File: config.mk
export PLATFORM = sky130hd
export DESIGN_NAME = frame_painter_flat
export DESIGN_NICKNAME = d
export VERILOG_FILES = /design/src/rtl/render_pkg.sv /design/src/rtl/frame_painter_if.sv /design/src/rtl/raster_scan.sv /design/src/rtl/frame_painter.sv /design/src/flat_wrapper.sv
export SDC_FILE = /design/constraint.sdc
export NUM_CORES = 1
export LEC_CHECK = 0
export ABC_AREA = 1
export BUFFER_PORTS_ARGS = -buffer_cell sky130_fd_sc_hd__buf_4
export CORE_UTILIZATION = 41
export DETAILED_ROUTE_END_ITERATION = 12
export SLEW_MARGIN = 20
export SYNTH_ARGS = -nofsm -noshare
export SYNTH_HDL_FRONTEND = slang
export SYNTH_SLANG_ARGS = --single-unit
File: constraint.sdc
create_clock -name draw_clk -period 2.4 [get_ports draw_clk]
set_input_delay 0 -clock draw_clk [delete_from_list [all_inputs] [get_ports draw_clk]]
set_output_delay 0 -clock draw_clk [all_outputs]
set_load 0.02 [all_outputs]
File: src/rtl/render_pkg.sv
// Shared rendering types and defaults for the snake generator, painter and VGA timing side.
// Coordinate widths are fixed at 10-bit x and 9-bit y.
package render_pkg;

   localparam int unsigned XWidth    = 10;
   localparam int unsigned YWidth    = 9;
   localparam int unsigned DefHRes   = 640;
   localparam int unsigned DefVRes   = 480;
   localparam int unsigned DefColorW = 8;

   localparam logic [DefColorW-1:0] DefBgColor = '0;
   localparam logic [DefColorW-1:0] DefFgColor = '1;

   typedef enum logic [2:0] {
      StIdle,
      StClear,
      StHandoff,
      StDraw,
      StDone
   } paint_state_t;

endpackage

File: src/rtl/frame_painter_if.sv
// Coordinate stream in, pixel-RAM write port and status out of the frame painter.
// master = generator/host side, slave = painter.
interface frame_painter_if
   import render_pkg::*;
#(
   parameter int unsigned COLOR_W = DefColorW
);
   logic               frame_start;
   logic [XWidth-1:0]  rx;
   logic [YWidth-1:0]  ry;
   logic               rvalid;
   logic               write_done;
   logic               cleared;
   logic [XWidth-1:0]  pix_x;
   logic [YWidth-1:0]  pix_y;
   logic [COLOR_W-1:0] pix_color;
   logic               pix_we;
   logic               busy;
   logic               frame_done;
   logic [15:0]        frame_count;
   logic [15:0]        clip_count;
   logic               overrun;

   modport master (
      output frame_start, rx, ry, rvalid, write_done,
      input  cleared, pix_x, pix_y, pix_color, pix_we, busy, frame_done, frame_count,
             clip_count, overrun
   );

   modport slave (
      input  frame_start, rx, ry, rvalid, write_done,
      output cleared, pix_x, pix_y, pix_color, pix_we, busy, frame_done, frame_count,
             clip_count, overrun
   );
endinterface

File: src/rtl/raster_scan.sv
// Raster counter: cx runs 0..H_RES-1, then wraps and bumps cy; both wrap after the last pixel.
// last_o flags (H_RES-1, V_RES-1) combinationally from the registered count.
module raster_scan
   import render_pkg::*;
#(
   parameter int unsigned H_RES = DefHRes,
   parameter int unsigned V_RES = DefVRes
) (
   input  logic              draw_clk,
   input  logic              reset,
   input  logic              en_i,
   input  logic              clr_i,
   output logic [XWidth-1:0] cx_o,
   output logic [YWidth-1:0] cy_o,
   output logic              last_o
);
   localparam logic [XWidth-1:0] XLast = XWidth'(H_RES - 1);
   localparam logic [YWidth-1:0] YLast = YWidth'(V_RES - 1);

   logic [XWidth-1:0] cx_q, cx_d;
   logic [YWidth-1:0] cy_q, cy_d;

   always_comb begin
      cx_d = cx_q;
      cy_d = cy_q;
      if (clr_i) begin
         cx_d = '0;
         cy_d = '0;
      end else if (en_i) begin
         if (cx_q == XLast) begin
            cx_d = '0;
            cy_d = (cy_q == YLast) ? '0 : cy_q + 1'b1;
         end else begin
            cx_d = cx_q + 1'b1;
         end
      end
   end

   always_ff @(posedge draw_clk or posedge reset) begin
      if (reset) begin
         cx_q <= '0;
         cy_q <= '0;
      end else begin
         cx_q <= cx_d;
         cy_q <= cy_d;
      end
   end

   assign cx_o   = cx_q;
   assign cy_o   = cy_q;
   assign last_o = (cx_q == XLast) && (cy_q == YLast);
endmodule

File: src/rtl/frame_painter.sv
// Per-frame painter: sweep-clear the pixel buffer, hand off to the generator, then turn each
// streamed coordinate into a foreground write until the generator reports done.
module frame_painter
   import render_pkg::*;
#(
   parameter int unsigned         H_RES    = DefHRes,
   parameter int unsigned         V_RES    = DefVRes,
   parameter int unsigned         COLOR_W  = DefColorW,
   parameter logic [COLOR_W-1:0]  BG_COLOR = '0,
   parameter logic [COLOR_W-1:0]  FG_COLOR = '1
) (
   input logic            draw_clk,
   input logic            reset,
   frame_painter_if.slave bus
);
   localparam logic [XWidth-1:0] XMax = XWidth'(H_RES - 1);
   localparam logic [YWidth-1:0] YMax = YWidth'(V_RES - 1);

   paint_state_t       state_q, state_d;
   logic               armed_q, armed_d;
   logic [XWidth-1:0]  pix_x_q, pix_x_d;
   logic [YWidth-1:0]  pix_y_q, pix_y_d;
   logic [COLOR_W-1:0] pix_color_q, pix_color_d;
   logic               pix_we_q, pix_we_d;
   logic               cleared_q, cleared_d;
   logic               busy_q, busy_d;
   logic               frame_done_q, frame_done_d;
   logic [15:0]        frame_count_q, frame_count_d;
   logic [15:0]        clip_count_q, clip_count_d;
   logic               overrun_q, overrun_d;

   logic              scan_en, scan_clr, scan_last;
   logic [XWidth-1:0] cx;
   logic [YWidth-1:0] cy;
   logic              in_range;

   raster_scan #(
      .H_RES (H_RES),
      .V_RES (V_RES)
   ) u_raster_scan (
      .draw_clk (draw_clk),
      .reset    (reset),
      .en_i     (scan_en),
      .clr_i    (scan_clr),
      .cx_o     (cx),
      .cy_o     (cy),
      .last_o   (scan_last)
   );

   assign in_range = (bus.rx <= XMax) && (bus.ry <= YMax);

   // Outputs are computed one state ahead so every port comes straight from a flop.
   always_comb begin
      state_d       = state_q;
      armed_d       = armed_q;
      pix_x_d       = pix_x_q;
      pix_y_d       = pix_y_q;
      pix_color_d   = pix_color_q;
      pix_we_d      = 1'b0;
      cleared_d     = 1'b0;
      frame_done_d  = 1'b0;
      frame_count_d = frame_count_q;
      clip_count_d  = clip_count_q;
      overrun_d     = overrun_q | (bus.frame_start && (state_q != StIdle));
      scan_en       = 1'b0;
      scan_clr      = 1'b0;

      unique case (state_q)
         StIdle: begin
            if (bus.frame_start) begin
               pix_we_d    = 1'b1;
               pix_x_d     = cx;
               pix_y_d     = cy;
               pix_color_d = BG_COLOR;
               scan_en     = 1'b1;
               state_d     = StClear;
            end else begin
               scan_clr = 1'b1;
            end
         end
         StClear: begin
            pix_we_d    = 1'b1;
            pix_x_d     = cx;
            pix_y_d     = cy;
            pix_color_d = BG_COLOR;
            scan_en     = 1'b1;
            if (scan_last) state_d = StHandoff;
         end
         StHandoff: begin
            cleared_d = 1'b1;
            armed_d   = 1'b0;
            state_d   = StDraw;
         end
         StDraw: begin
            if (!bus.write_done) armed_d = 1'b1;
            if (bus.rvalid) begin
               if (in_range) begin
                  pix_we_d    = 1'b1;
                  pix_x_d     = bus.rx;
                  pix_y_d     = bus.ry;
                  pix_color_d = FG_COLOR;
               end else if (clip_count_q != 16'hFFFF) begin
                  clip_count_d = clip_count_q + 16'd1;
               end
            end
            if (armed_q && bus.write_done) begin
               frame_done_d  = 1'b1;
               frame_count_d = frame_count_q + 16'd1;
               state_d       = StDone;
            end
         end
         StDone: state_d = StIdle;
         default: state_d = StIdle;
      endcase

      busy_d = (state_d != StIdle);
   end

   always_ff @(posedge draw_clk or posedge reset) begin
      if (reset) begin
         state_q       <= StIdle;
         armed_q       <= 1'b0;
         pix_x_q       <= '0;
         pix_y_q       <= '0;
         pix_color_q   <= '0;
         pix_we_q      <= 1'b0;
         cleared_q     <= 1'b0;
         busy_q        <= 1'b0;
         frame_done_q  <= 1'b0;
         frame_count_q <= '0;
         clip_count_q  <= '0;
         overrun_q     <= 1'b0;
      end else begin
         state_q       <= state_d;
         armed_q       <= armed_d;
         pix_x_q       <= pix_x_d;
         pix_y_q       <= pix_y_d;
         pix_color_q   <= pix_color_d;
         pix_we_q      <= pix_we_d;
         cleared_q     <= cleared_d;
         busy_q        <= busy_d;
         frame_done_q  <= frame_done_d;
         frame_count_q <= frame_count_d;
         clip_count_q  <= clip_count_d;
         overrun_q     <= overrun_d;
      end
   end

   assign bus.pix_x       = pix_x_q;
   assign bus.pix_y       = pix_y_q;
   assign bus.pix_color   = pix_color_q;
   assign bus.pix_we      = pix_we_q;
   assign bus.cleared     = cleared_q;
   assign bus.busy        = busy_q;
   assign bus.frame_done  = frame_done_q;
   assign bus.frame_count = frame_count_q;
   assign bus.clip_count  = clip_count_q;
   assign bus.overrun     = overrun_q;
endmodule

File: src/flat_wrapper.sv
// flat-port wrapper written by rule: the top's interface ports become plain ports
module frame_painter_flat import render_pkg::*;
#(
   parameter int unsigned         H_RES    = DefHRes,
   parameter int unsigned         V_RES    = DefVRes,
   parameter int unsigned         COLOR_W  = DefColorW,
   parameter logic [COLOR_W-1:0]  BG_COLOR = '0,
   parameter logic [COLOR_W-1:0]  FG_COLOR = '1
)
  (draw_clk, reset, bus_frame_start, bus_rx, bus_ry, bus_rvalid, bus_write_done, bus_cleared, bus_pix_x, bus_pix_y, bus_pix_color, bus_pix_we, bus_busy, bus_frame_done, bus_frame_count, bus_clip_count, bus_overrun);
  frame_painter_if #(.COLOR_W(COLOR_W)) bus_i ();
  input logic draw_clk;
  input logic reset;
  input wire logic [$bits(bus_i.frame_start)-1:0] bus_frame_start;
  input wire logic [$bits(bus_i.rx)-1:0] bus_rx;
  input wire logic [$bits(bus_i.ry)-1:0] bus_ry;
  input wire logic [$bits(bus_i.rvalid)-1:0] bus_rvalid;
  input wire logic [$bits(bus_i.write_done)-1:0] bus_write_done;
  output wire logic [$bits(bus_i.cleared)-1:0] bus_cleared;
  output wire logic [$bits(bus_i.pix_x)-1:0] bus_pix_x;
  output wire logic [$bits(bus_i.pix_y)-1:0] bus_pix_y;
  output wire logic [$bits(bus_i.pix_color)-1:0] bus_pix_color;
  output wire logic [$bits(bus_i.pix_we)-1:0] bus_pix_we;
  output wire logic [$bits(bus_i.busy)-1:0] bus_busy;
  output wire logic [$bits(bus_i.frame_done)-1:0] bus_frame_done;
  output wire logic [$bits(bus_i.frame_count)-1:0] bus_frame_count;
  output wire logic [$bits(bus_i.clip_count)-1:0] bus_clip_count;
  output wire logic [$bits(bus_i.overrun)-1:0] bus_overrun;
  assign bus_i.frame_start = bus_frame_start;
  assign bus_i.rx = bus_rx;
  assign bus_i.ry = bus_ry;
  assign bus_i.rvalid = bus_rvalid;
  assign bus_i.write_done = bus_write_done;
  assign bus_cleared = bus_i.cleared;
  assign bus_pix_x = bus_i.pix_x;
  assign bus_pix_y = bus_i.pix_y;
  assign bus_pix_color = bus_i.pix_color;
  assign bus_pix_we = bus_i.pix_we;
  assign bus_busy = bus_i.busy;
  assign bus_frame_done = bus_i.frame_done;
  assign bus_frame_count = bus_i.frame_count;
  assign bus_clip_count = bus_i.clip_count;
  assign bus_overrun = bus_i.overrun;
  frame_painter #(.H_RES(H_RES), .V_RES(V_RES), .COLOR_W(COLOR_W), .BG_COLOR(BG_COLOR), .FG_COLOR(FG_COLOR)) u_core (.draw_clk(draw_clk), .reset(reset), .bus(bus_i));
endmodule
==> Word level (Yosys, flattened, before mapping) <==
Index checks and enable logic that the tools add are counted.
{ "word_totals": {"reg_bits": 87} }
{ "classes": {"add_sub_neg": 4, "order_cmp": 2, "eq_ne": 10, "muxes": 35, "bitwise_logic": 2, "reduce_logical": 16} }
{ "ops": {"columns": ["cell", "n"], "rows": [
  ["$mux W9", 7],
  ["$mux W10", 6],
  ["$add A16 B1 Y16 const B", 2],
  ["$pmux W10 S3", 1],
  ["$pmux W9 S3", 1],
  ["$mux W8", 3],
  ["$pmux W8 S3", 1],
  ["$ne A16 B16 Y1 const B", 1],
  ["$pmux W3 S4", 1],
  ["$add A10 B1 Y10 const B", 1],
  ["$eq A10 B10 Y1 const B", 1],
  ["$le A10 B10 Y1 const B", 1],
  ["$add A9 B1 Y9 const B", 1],
  ["$eq A9 B9 Y1 const B", 1],
  ["$le A9 B9 Y1 const B", 1],
  ["$mux W1", 9],
  ["$mux W3", 3],
  ["$reduce_bool A3 Y1", 3],
  ["$reduce_and A4 Y1", 2],
  ["$eq A3 B2 Y1 const B", 2],
  ["$ne A2 B2 Y1 const B", 3],
  ["$reduce_and A2 Y1", 3],
  ["$reduce_bool A2 Y1", 3],
  ["$logic_and A1 B1 Y1", 4],
  ["7 further kinds", 8]
]} }

==> Logic depth before layout (Yosys ltp) <==
{ "depth": {"word_depth": 5, "ltp_mapped": 10} }

==> Hierarchy <==
A second synthesis with hierarchy kept.
{ "hier_totals": {"hier_cells": 608, "hier_area_um2": 4426.7} }
{ "by_module_without_submodules": {"columns": ["mod", "n_inst", "cells_per_inst", "area_per_inst_um2"], "rows": [
  ["frame_painter", 1, 451, 3263.1],
  ["raster_scan", 1, 157, 1163.6]
]} }

==> Worst setup path before layout <==
OpenSTA, ideal clock, no wires.
{ "synth_path": {"kind": "register -> register", "from": "reg u_core.clip_count_q[0] (netlist: u_core.bus.clip_count[0])", "to": "reg u_core.clip_count_q[3] (netlist: u_core.bus.clip_count[3])", "arrival_time_ps": 1583, "setup_slack_ps": 752, "stages_incl_launch_ff": 11, "period_less_slack_ps": 1648, "cell_sequence": "dfrtp_1 ha_1 inv_1 nor2_2 nand2_2 nor2_4 nand2_2 nand2_4 buf_12 nand2_2 nand2_1"} }
{ "synth_via": {"elab_chain_cells": 2, "elab_cells_between_ends": 3, "classes_between": "1 x add/sub; 1 x eq/ne; 1 x reduce/logical"} }
{ "synth_lines": {"columns": ["element", "line", "source"], "rows": [
  ["start, declared", "frame_painter.sv:29", "logic [15:0] clip_count_q, clip_count_d;"],
  ["start signal, assigned", "frame_painter.sv:144", "clip_count_q <= clip_count_d;"],
  ["parallel branches: the longest is 2 deep, another holds $add A16 B1 Y16", null, null]
]} }
Parallel ways; which one is timed is not known.
A chain may end at the register's enable or synchronous reset.

==> Worst setup path after layout <==
{ "layout_path": {"from": "reg u_core.state_q[1]", "to": "reg u_core.pix_y_q[1] (netlist: u_core.bus.pix_y[1])"} }
{ "layout_via": {"elab_chain_cells": 3, "elab_cells_between_ends": 9, "classes_between": "5 x eq/ne; 1 x mux; 3 x reduce/logical"} }
{ "layout_lines": {"columns": ["element", "line", "source"], "rows": [
  ["start, declared", "frame_painter.sv:19", "paint_state_t state_q, state_d;"],
  ["start signal, assigned", "frame_painter.sv:121", "state_q <= StIdle;"],
  ["start signal, assigned", "frame_painter.sv:134", "state_q <= state_d;"],
  ["$eq A3 B2 Y1 (tied with other cells)", "frame_painter.sv:68", "unique case (state_q)"],
  ["$ne A2 B1 Y1 (no source line) (tied with other cells)", null, null],
  ["$reduce_and A4 Y1 (no source line)", null, null],
  ["end signal, assigned", "frame_painter.sv:137", "pix_y_q <= pix_y_d;"],
  ["end, declared", "frame_painter.sv:22", "logic [YWidth-1:0] pix_y_q, pix_y_d;"]
]} }
Several ways; a longest one is shown, not always the timed one.

==> flow_summary.yaml <==
status:
  status: "finished, final reports clean"
logic_synthesis:
  synthSimpleGateAreaFrac: 0.3490
  yosysSeqAreaShare: 0.4489
  synth_seq_cells: 80
  synthesis.area_sq_um: 4459
  yosysWarnings: 0
  synth-xor-area-share: 0.04321
  synth-adder-area-share: 0.01122
  syn_nets: 619
  synth.mux.area_fraction: 0
  avgSynthCellArea_sq_um: 7.545
  synth-compound-area-share: 0.07351
  netlist_instances: 591
  yosysUniqueCellTypes: 37
  synth_top_family_by_area: "simple AND/OR/NAND/NOR gates"
layout:
  fin_nets: 723
  fin_area_sq_um: 5635
  drive_gt1_frac: 0.2117
  post-route-util: 0.5410
  area_growth_pct: 26.37
  antenna_cells: 0
  fill_cells: 979
drt:
  vias_per_cell: 4.829
  firstDrtPassIters: 4
  num_vias: 4032
  drc: 0
  drt-initial-drc-count: 143
  ant_nets: 0
  wl_mm: 10.36
  wl_per_cell_um: 12.40
sta:
  rsz0062_at_grt: "no"
  slew_viol_final: 0
  fin_hold_ws_ns: 0.1442
  fin_worst_skew_ns: 0.009211
  fin_tns_setup_ns: 0
  finalHoldViolCount: 0
  relSlewSlack: 0.4711
  timing.final.ws_setup_ns: 0.5953
  worstMarginPinSlew_ns: 0.7926
  period_minus_slack_ns: 1.805
  min_period_over_period: 0.7520
  setup_viol: 0
  max_freq_ghz: 0.5541
global_route:
  grt_pass1_vias: 3738
  grt_pass1_wl_mm: 17.48
  grt_start_max_net_pins: 42
  antenna_found_initial: 0
  grtUsageTotal: 0.1935
  grt_overflow: 0
worst_setup_path:
  start_kind: "flip-flop"
  cp.required_ns: 2.70
  crit_chain: "nand2_2 -> nor2_8 -> inv_2 -> o21ai_2 -> nor2_2 -> nand2_1 -> nand2_1"
  crit_path_end: "u_core.bus.pix_y[1]$_DFFE_PP0P_"
  max_stage_delay_ns: 0.63
  endpoint_kind: "flip-flop"
  path_class: "reg2reg"
  crit_path_top_delay_cell: "nor2_2"
  r2r_end: "u_core.bus.pix_y[1]$_DFFE_PP0P_"
  rr_startpoint: "u_core.state_q[1]$_DFF_PP0_"
  cp.arrival_ns: 2.10
  cp_common_cell: "nand2_1"
  crit_start: "u_core.state_q[1]$_DFF_PP0_"
  rr_worst_depth: 7
  reg2reg_slack_ns: 0.60
  path_max_fanout: 21
clock_network:
  clk_pin_slew_ns: 0.08
  insertion_delay_ns: 0.35
  cts.htree.levels: 3
  cts_resized: 0
  cts_root_buf: "clkbuf_8"
  cts_tree: "done"
  numCtsBuffers: 9
  clock-sinks: 80
  clk_path_buf_depth: 2
job:
  drv_cap: 0
placed_design:
  dpl_cell_area_sq_um: 5195
  dpl.hpwl_mm: 7.469
  place_ws_ns: 0.5823
  place.gp.congestion: 0.8121
  io_buffer_count: 87
die:
  io-pin-count: 88
  die_x_um: 106.3
  core_area_sq_um: 10420
  die_area_sq_um: 11300
  start_util: 0.4281
  num_rows: 37
  die_h_um: 106.3
power_and_ir_drop:
  p_int_mw: 2.622
  swShare: 0.3266
  p_sw_mw: 1.272
  ir_drop_mv: 0.3600
  p_clk_frac: 0.287
  powerDensity_nw_per_um2: 691.0
  leakage_nw: 2.864
  power_frac_seq: 0.448
  power.share.combinational: 0.265
worst_hold_path:
  hold_class: "in2reg"
-- worst max-delay path, delay by kind of cell, from the launching register on --
| family | cells | cell delay [ns] |
|---|---|---|
| buffers and inverters | 1 | 0.14 |
| AOI/OAI and AO/OA | 1 | 0.08 |
| DFF | 1 | 0.43 |
| and+or+nand+nor | 5 | 1.10 |
-- layer usage --
metal	vias to the layer above	track usage	routed length (um)
met4	0	0.07242	145
met2	121	0.3015	4609
li1	2074	-	-
met1	1826	0.2706	5070
met5	-	0	0
met3	11	0.03066	532
-- cell usage in the layout, fill, tap and decap left out, types with 2 or more instances in the layout --
cell type and count:
bufinv_16 2, xnor2_1 14, nand2_4 2, ha_1 4, o21bai_1 3, nor2_2 6
dfrtp_1 80, nand4_1 12, nand3b_1 2, nor3_1 9, inv_1 41, buf_4 93
nor2_1 47, o21ai_0 24, inv_2 4, clkbuf_8 11, xor2_1 8, nand2_1 223
nand3_1 32, a21oi_1 2, dlygate4sd3_1 22, o21ai_2 4, o21ai_1 23, clkinv_2 2
nand2_2 15
-- power groups by stage --
stage               logic, mW  registers [mW]  clock network (mW)
finish                   1.03            1.74                1.12
global route             1.16            1.78                1.20
CTS                      1.04            1.74                1.15
detailed placement       1.01            1.77                   0
global placement         1.00            1.76                   0
floorplan               0.564            1.86                   0
-- cells in the mapped netlist (all sizes together) --
library cell	count	share of area
nand2	240	0.21
dfrtp	80	0.45
nor2	55	0.055
o21ai	51	0.061
inv	46	0.039
nand3	33	0.038
buf	21	0.033
xnor2	14	0.027
nand4	12	0.017
nor3	11	0.016
xor2	8	0.016
a21oi	4	0.0079
ha	4	0.011
o21bai	3	0.0051
clkbuf	2	0.0020
nand3b	2	0.0034
and2	1	0.0014
and3	1	0.0014
clkinv	1	0.00084
nor3b	1	0.0017
or2	1	0.0014
-- logic make-up (layout without fill, tap and decap cells) --
| family | after synthesis | count (layout) |
|---|---|---|
| AND/OR/NAND/NOR | 357 | 357 |
| adder cells (fa/ha/maj) | 4 | 4 |
| XOR/XNOR | 22 | 22 |
| flip-flops | 80 | 80 |
| AO/OA/AOI/OAI | 58 | 58 |
| buffers and inverters | 70 | 178 |
-- area by class of cell --
| cell class | count | area (sq um) | area share |
|---|---|---|---|
| multi-input combinational | 441 | 2127 | 0.3774 |
| sequential | 80 | 2002 | 0.3552 |
| timing repair buffer | 116 | 938.4 | 0.1665 |
| inverter | 47 | 177.7 | 0.03153 |
| tap | 136 | 170.2 | 0.03020 |
| clock buffer | 12 | 155.1 | 0.02753 |
| clock inverter | 3 | 65.06 | 0.01155 |
-- flip-flops by register name, indices dropped and copies added, names as in the netlist --
name / flops
u_core.bus.clip_count: 16
u_core.bus.frame_count: 16
u_core.bus.pix_x: 10
u_core.u_raster_scan.cx_o: 10
u_core.bus.pix_y: 9
u_core.u_raster_scan.cy_o: 9
u_core.state_q: 3
u_core.armed_q: 1
u_core.bus.busy: 1
u_core.bus.cleared: 1
u_core.bus.frame_done: 1
u_core.bus.overrun: 1
u_core.bus.pix_color: 1
u_core.bus.pix_we: 1
-- metrics by stage --
step,total power [mW],instances
6_report,3.894,835
5_1_grt,4.139,835
4_1_cts,3.943,835
3_5_place_dp,2.785,798
3_3_place_gp,2.767,798
2_1_floorplan,2.423,591
-- worst min-delay path by stage --
stage | cells after the start | startpoint | endpoint
after floorplan | 1 | bus_write_done | u_core.armed_q$_DFFE_PP0P_
after global placement | 2 | reset | u_core.bus.clip_count[0]$_DFFE_PP0P_
after detailed placement | 2 | reset | u_core.bus.frame_count[7]$_DFFE_PP0P_
after CTS | 5 | bus_rvalid | u_core.bus.clip_count[9]$_DFFE_PP0P_
after global routing | 5 | bus_rvalid | u_core.bus.clip_count[8]$_DFFE_PP0P_
final | 5 | bus_rvalid | u_core.bus.clip_count[9]$_DFFE_PP0P_
-- repair_timing --
action	4_1_cts	5_1_grt
setup buffers	0	0
endpoints found under the hold margin	65	0
hold buffers	22	0
Power figures use the tool's default switching activity.
